<file path="config.mk">
export PLATFORM = sky130hd
export DESIGN_NAME = spi_tx_serializer
export DESIGN_NICKNAME = d
export VERILOG_FILES = /design/src/rtl/spi_slave_ctrl_pkg.sv /design/src/rtl/spi_tx_serializer.sv
export SDC_FILE = /design/constraint.sdc
export NUM_CORES = 1
export LEC_CHECK = 0
export ABC_AREA = 1
export BUFFER_PORTS_ARGS = -buffer_cell sky130_fd_sc_hd__buf_2
export CORE_MARGIN = 4
export CORE_UTILIZATION = 30
export DETAILED_ROUTE_END_ITERATION = 10
export GPL_ROUTABILITY_DRIVEN = 0
export GPL_TIMING_DRIVEN = 0
export PLACE_DENSITY_LB_ADDON = 0.1
export SYNTH_ARGS = -nofsm -noshare
export SYNTH_HDL_FRONTEND = slang
export SYNTH_SLANG_ARGS = --single-unit
</file>
<file path="constraint.sdc">
create_clock -name clk -period 1 [get_ports clk]
set_input_delay 0.3 -clock clk [delete_from_list [all_inputs] [get_ports clk]]
set_output_delay 0.3 -clock clk [all_outputs]
set_load 0.1 [all_outputs]
</file>
<file path="src/rtl/spi_slave_ctrl_pkg.sv">
// Shared constants for the SPI-RAM front end: payload width, FSM states and command codes.
package spi_slave_ctrl_pkg;

   localparam int unsigned MEM_WIDTH  = 8;
   localparam int unsigned WORD_WIDTH = MEM_WIDTH + 2;

   typedef enum logic [2:0] {
      IDLE,
      CHK_CMD,
      WRITE,
      READ_ADD,
      READ_DATA
   } state_e;

   localparam logic [1:0] CMD_WR_ADDR = 2'b00;
   localparam logic [1:0] CMD_WR_DATA = 2'b01;
   localparam logic [1:0] CMD_RD_ADDR = 2'b10;
   localparam logic [1:0] CMD_RD_DATA = 2'b11;

endpackage

</file>
<file path="src/rtl/spi_tx_serializer.sv">
// Loads one read-data byte and shifts it out MSB first; done stays set until abort or next load.
module spi_tx_serializer
   import spi_slave_ctrl_pkg::*;
(
   input  logic                 clk,
   input  logic                 rst,
   input  logic                 load,
   input  logic                 abort,
   input  logic [MEM_WIDTH-1:0] data,
   output logic                 miso,
   output logic                 busy,
   output logic                 done
);

   localparam int unsigned CNT_W = $clog2(MEM_WIDTH);

   logic [MEM_WIDTH-1:0] sh_q;
   logic [CNT_W-1:0]     cnt_q;
   logic                 busy_q;
   logic                 done_q;

   always_ff @(posedge clk) begin
      if (rst || abort) begin
         sh_q   <= '0;
         cnt_q  <= '0;
         busy_q <= 1'b0;
         done_q <= 1'b0;
      end else if (load) begin
         sh_q   <= data;
         cnt_q  <= '0;
         busy_q <= 1'b1;
         done_q <= 1'b0;
      end else if (busy_q) begin
         sh_q  <= {sh_q[MEM_WIDTH-2:0], 1'b0};
         cnt_q <= cnt_q + CNT_W'(1);
         if (cnt_q == CNT_W'(MEM_WIDTH - 1)) begin
            busy_q <= 1'b0;
            done_q <= 1'b1;
         end
      end
   end

   assign miso = busy_q & sh_q[MEM_WIDTH-1];
   assign busy = busy_q;
   assign done = done_q;

endmodule

</file>
==> results_dict.tcl, run 1 <==
set metrics [dict create \
    netlist_top_cells_count "nand2_1, nand3_1, dfxtp_1" \
    synth_area_um2 598.1 \
    slew_headroom 0.8595 \
    grt_max_degree 11 \
    grt-ovfl-total 0 \
    p_total_mw 1.023 \
    dp_slack_ns -0.3465 \
    cts_max_level 1 \
    drv_cap 0 \
    timing.rr.end "sh_q[7]" \
    rsz0062_at_grt "true" \
    p_leak_nw 0.4407 \
    drive_gt1_frac 0.4095 \
    core_area_um2 1802 \
    clk_pin_slew_ns 0.08 \
    antenna_found_initial 0 \
    die-area_um2 2772 \
    die_y_um 52.65 \
    async_flop_share 0 \
    diodes 0 \
    clock_latency_ns 0.27 \
    yosysTopAreaCellShare 0.4351 \
    grt_usage 0.1086 \
    drt_first_iter_violations 8 \
    fin_nets 120 \
    ir_drop_mv 0.6108 \
    slew_violations 0 \
    cts_root_buf "clkbuf_4" \
    syn_inst 81 \
    outcome "complete, but fails checks" \
    vias 573 \
    hold_violations 0 \
    yosys_warnings 0 \
    fillers 186 \
    grt_pass1_wl_um 2173 \
    period_needed_ns 1.349 \
    crit_required_ns 0.70 \
    synth_edf_count 0 \
    synthAdderAreaFrac 0.04184 \
    start_kind "flip-flop" \
    cts_buffers 3 \
    die_w_um 52.65 \
    setup_slack_ns -0.3488 \
    synthMuxAreaShare 0 \
    wl_per_cell_um 10.45 \
    violations "negative setup slack" \
    holdBufCountCts 0 \
    ios 15 \
    crit_type "flip-flop to output port" \
    path_max_fanout 2 \
    hold_path_depth 3 \
    critPathLaunch "busy" \
    setup_violations 11 \
    syn_area_per_cell_um2 7.384 \
    r2r_start "busy" \
    setup_tns_ns -1.559 \
    hp-class "primary input to flip-flop" \
    dr.pass1.iters 3 \
    yosys-top-cells-area "dfxtp_1, nand2_1, nand3_1, inv_1, a21oi_1" \
    r2r_cells 7 \
    ys_seq_elements 13 \
    drt-total-wl_um 1358 \
    finalCritPeriodShare 1.349 \
    synth-simple-area-share 0.3494 \
    row_count 15 \
    synth_fp_nets 95 \
    synthFlopType "dfxtp_1" \
    worst_pin_slew_ns 0.2102 \
    power_density_nw_per_um2 1133 \
    crit_arrival_ns 1.05 \
    portBuffers 14 \
    cts.sinks 13 \
    grt_pass1_vias 512 \
    synth-compound-area-share 0.05858 \
    synth_top_family_by_area "simple AND/OR/NAND/NOR gates" \
    via_per_inst 4.408 \
    synth.distinct_cells 14 \
    finalClockSkew_ns 0.0009487 \
    area_growth_pct 51.05 \
    cts_buffer_depth 2 \
    yosysTopAreaCell "dfxtp_1" \
    reg2reg_setup_slack_ns -0.12 \
    cp-end-kind "output port" \
    start_util 0.3319 \
    synth_xor_area_frac 0.01464 \
    endpoint "miso" \
    synth.most_common_cell "nand2_1" \
    dp_hpwl_um 873.7 \
    synth_sequential_area_ratio 0.4351 \
    cts_tree "yes" \
    max_freq_mhz 741.4 \
    ant_nets 0 \
    drc 0 \
]
[cell families (layout without fill, tap and decap cells)]
kind of cell | count (synthesis) | in the layout
buffers and inverters | 12 | 36
and+or+nand+nor | 46 | 46
xor gates and xnor gates | 1 | 1
AOI/OAI and AO/OA | 7 | 7
DFF | 13 | 13
adders and majority gates | 2 | 2
[worst max-delay path, stage by stage, from the launching register on]
cell	delay, ns
dfxtp_4	0.36
buf_8	0.12
nand2_4	0.05
clkinvlp_4	0.08
buf_12	0.17
[layout make-up]
cell class,instances,area (µm²),share of cell area
repair buffers,20,167.7,0.1856
clock buffers,4,26.28,0.02909
plain buffers,2,26.28,0.02909
inverters,10,41.29,0.04571
flip-flops and latches,13,270.3,0.2992
well taps,25,31.28,0.03463
multi-input cells,56,340.3,0.3767
[routing by layer]
layer / part of all wire / vias up / global-route usage
met5: 0 / - / 0
met4: 0.0066 / 0 / 0.03830
met3: 0.052 / 2 / 0.05128
met2: 0.46 / 12 / 0.1591
met1: 0.48 / 257 / 0.1372
li1: - / 302 / -
[per-stage QoR]
step | area, µm² | instances | hold slack (ns) | utilization
2_1_floorplan | 614.3 | 81 | 0.4425 | -
3_3_place_gp | 715.7 | 120 | 0.4349 | 0.3972
3_5_place_dp | 715.7 | 120 | 0.4456 | 0.3972
4_1_cts | 829.5 | 128 | 0.2695 | 0.4604
5_1_grt | 903.4 | 130 | 0.2904 | 0.5014
6_report | 903.4 | 130 | 0.2707 | 0.5014
[how the worst min path moves through the flow]
stage | startpoint | to | slack, ns
6_report | data[0] | sh_q[0] | 0.27
5_1_grt | data[0] | sh_q[0] | 0.29
4_1_cts | data[0] | sh_q[0] | 0.27
3_5_place_dp | done | done | 0.45
3_3_place_gp | done | done | 0.43
2_1_floorplan | cnt_q[1] | cnt_q[1] | 0.44
[placed cells by master (no fill, tap or decap), types with 3 or more instances in the layout]
cell type | netlist | final
a21oi_1 | 5 | 3
buf_6 | 2 | 3
buf_4 | 0 | 4
nand2_1 | 27 | 24
buf_12 | 0 | 3
buf_2 | 0 | 11
clkbuf_4 | 0 | 3
nor2_1 | 3 | 3
inv_1 | 8 | 7
nand3_1 | 14 | 13
dfxtp_1 | 13 | 9
[what timing repair did]
| action | CTS | global route |
|---|---|---|
| endpoints found under the hold margin | 0 | 0 |
| pin swaps | 2 | 11 |
| endpoints found under the setup margin | 5 | 13 |
| gates cloned | 0 | 0 |
| setup buffers | 4 | 2 |
| gates resized for setup | 16 | 13 |
[power breakdown]
group / switching (mW) / internal, mW / total, mW
Sequential: 0.00885 / 0.526 / 0.535
Clock: 0.167 / 0.155 / 0.322
Combinational: 0.0919 / 0.0742 / 0.166
Total: 0.268 / 0.755 / 1.02
[registers in the layout, summed over array words and instances (netlist names)]
name and flops:
sh_q 8, done 1, cnt_q 3, busy 1
Note: power is estimated with default switching activity, not from simulation.
==> run 2: changes to the inputs <==
- CTS_BUF_LIST: unset -> sky130_fd_sc_hd__clkbuf_16
==> run 2 against run 1 <==
  * The run still ends with negative setup slack left
  * Largest power group is now the clock network
  * Power rose by 40%
  * Combinational power barely moved
  * Clock skew hardly changed
  * Sequential power grew 0.7%
  * Final area grew 5.0%
  * First-iteration DRC count shrank 38%
  * Flip-flop and latch count did not move
  * Largest cell class unchanged
  * Register-to-register slack got worse by 0.11 ns
  * Wire length rose by 1.1%
  * Count of clock-buffer cells in the layout shrank 1
  * Utilization rose by 2.5 points
  * Die area is the same
  * Critical endpoint unchanged
==> results_dict.tcl, run 2 (synthesized netlist as in run 1, its figures left out) <==
set metrics [dict create \
    outcome "complete, but fails checks" \
    violations "negative setup slack" \
    drive_gt1_frac 0.3942 \
    wl_per_cell_um 10.64 \
    internal_power_mw 1.130 \
    reg.largest.list "sh_q: 8 flops, cnt_q: 3 flops" \
    grt_pass1_vias 516 \
    power_density_nw_per_um2 1516 \
    fin_nets 119 \
    post-route-util 0.5264 \
    core_area_um2 1802 \
    ant_nets 0 \
    slew_headroom 0.8528 \
    dr.pass1.iters 4 \
    regMostFlops "sh_q" \
    endpoint "miso" \
    use_met3 0.05128 \
    start_kind "flip-flop" \
    via_per_inst 4.318 \
    final_common_cell "nand2_1" \
    area_growth_pct 58.58 \
    grt_max_degree 11 \
    vias 557 \
    portBuffers 14 \
    cts_buffers 3 \
    cts_root_buf "clkbuf_16" \
    critPathLaunch "busy" \
    p_total_mw 1.437 \
    finalCritPeriodShare 1.312 \
    r2r_start "busy" \
    cts.sinks 13 \
    crit_required_ns 0.70 \
    gr-usage-met2 0.1756 \
    die_y_um 52.65 \
    grt_pass1_wl_um 2256 \
    hold_violations 0 \
    p_clk_frac 0.510 \
    ir_drop_mv 0.9522 \
    r2r_cells 8 \
    drc 0 \
    drt-total-wl_um 1373 \
    worst_pin_slew_ns 0.2203 \
    cts_tree "yes" \
    p_comb_frac 0.115 \
    p_seq_frac 0.375 \
    crit_arrival_ns 1.01 \
    drt_first_iter_violations 5 \
    postLayoutCellArea_um2 948.4 \
    clk_pin_slew_ns 0.04 \
    placed_area_um2 715.7 \
    grt-ovfl-total 0 \
    die_w_um 52.65 \
    diodes 0 \
    hold_ws_ns 0.3176 \
    start_util 0.3319 \
    row_count 15 \
    hp-class "primary input to flip-flop" \
    drv_cap 0 \
    grt.busiest_layer "met2" \
    final_cells 129 \
    ios 15 \
    slew_violations 0 \
    reg2reg_setup_slack_ns -0.23 \
    period_needed_ns 1.312 \
    gr-usage-met1 0.1372 \
    fillers 185 \
    clock_latency_ns 0.24 \
    largest_register_ffs 8 \
    dp.cells 120 \
    setup_tns_ns -2.233 \
    mostFrequentLayoutCells "nand2_1, nand3_1, buf_2, dfxtp_1, inv_1" \
    cp-end-kind "output port" \
    finalClockSkew_ns 0.0004770 \
    antenna_found_initial 0 \
    p_switching_mw 0.3079 \
    die-area_um2 2772 \
    dp_slack_ns -0.3465 \
    path_max_fanout 2 \
    max_freq_mhz 762.0 \
    grt_usage 0.1150 \
    cts_buffer_depth 2 \
    rsz0062_at_grt "true" \
    holdBufCountCts 0 \
    p_leak_nw 0.4620 \
    dp_hpwl_um 873.7 \
    setup_violations 11 \
    crit_type "flip-flop to output port" \
    timing.rr.end "sh_q[7]" \
    switching_share 0.2142 \
    cts_max_level 1 \
    setup_slack_ns -0.3124 \
]
==> run 2: cell types whose count changed in the layout (fill, tap and decap cells not counted), sizes merged <==
| cell | before | now |
|---|---|---|
| inv | 9 | 10 |
| clkbuf | 4 | 3 |
| buf | 22 | 21 |
==> run 2: final cells by class <==
type | count | area, µm² | area share
plain buffers | 2 | 26.28 | 0.02770
flip-flops and latches | 13 | 269.0 | 0.2836
clock buffers | 3 | 75.07 | 0.07916
multi-input cells | 56 | 341.6 | 0.3602
repair buffers | 19 | 160.2 | 0.1689
clock inverters | 1 | 3.754 | 0.003958
well taps | 25 | 31.28 | 0.03298
inverters | 10 | 41.29 | 0.04354
==> run 2: power groups by stage <==
stage	sequential, mW	clock, mW	combinational [mW]
final	0.539	0.734	0.165
after global placement	0.552	0	0.128
after floorplan	0.563	0	0.0702
after CTS	0.540	0.753	0.154
after detailed placement	0.552	0	0.128
after global routing	0.539	0.773	0.181
==> run 2: per-layer routing <==
| layer | part of all wire | routed length [µm] | vias up |
|---|---|---|---|
| met5 | 0 | 0 | - |
| met4 | 0.0095 | 13 | 0 |
| met3 | 0.044 | 60 | 2 |
| met2 | 0.48 | 661 | 10 |
| met1 | 0.46 | 638 | 244 |
| li1 | - | - | 301 |
==> run 2: worst min path at each step <==
stage,to,cells after the start,from
3_5_place_dp,done,2,done
5_1_grt,sh_q[0],3,data[0]
6_report,sh_q[0],3,data[0]
4_1_cts,sh_q[0],3,data[0]
3_3_place_gp,done,2,done
2_1_floorplan,cnt_q[1],2,cnt_q[1]
==> run 2: critical path, cell delays in order, from the launching register on <==
cell	delay (ns)
dfxtp_4	0.35
buf_8	0.12
nand2_4	0.05
clkinvlp_4	0.09
buf_12	0.17
==> run 2: timing repair <==
action	in CTS	in global routing
pin swaps	3	9
gates cloned	0	0
buffers inserted	3	3
endpoints found under the setup margin	5	14
gates resized for setup	17	11
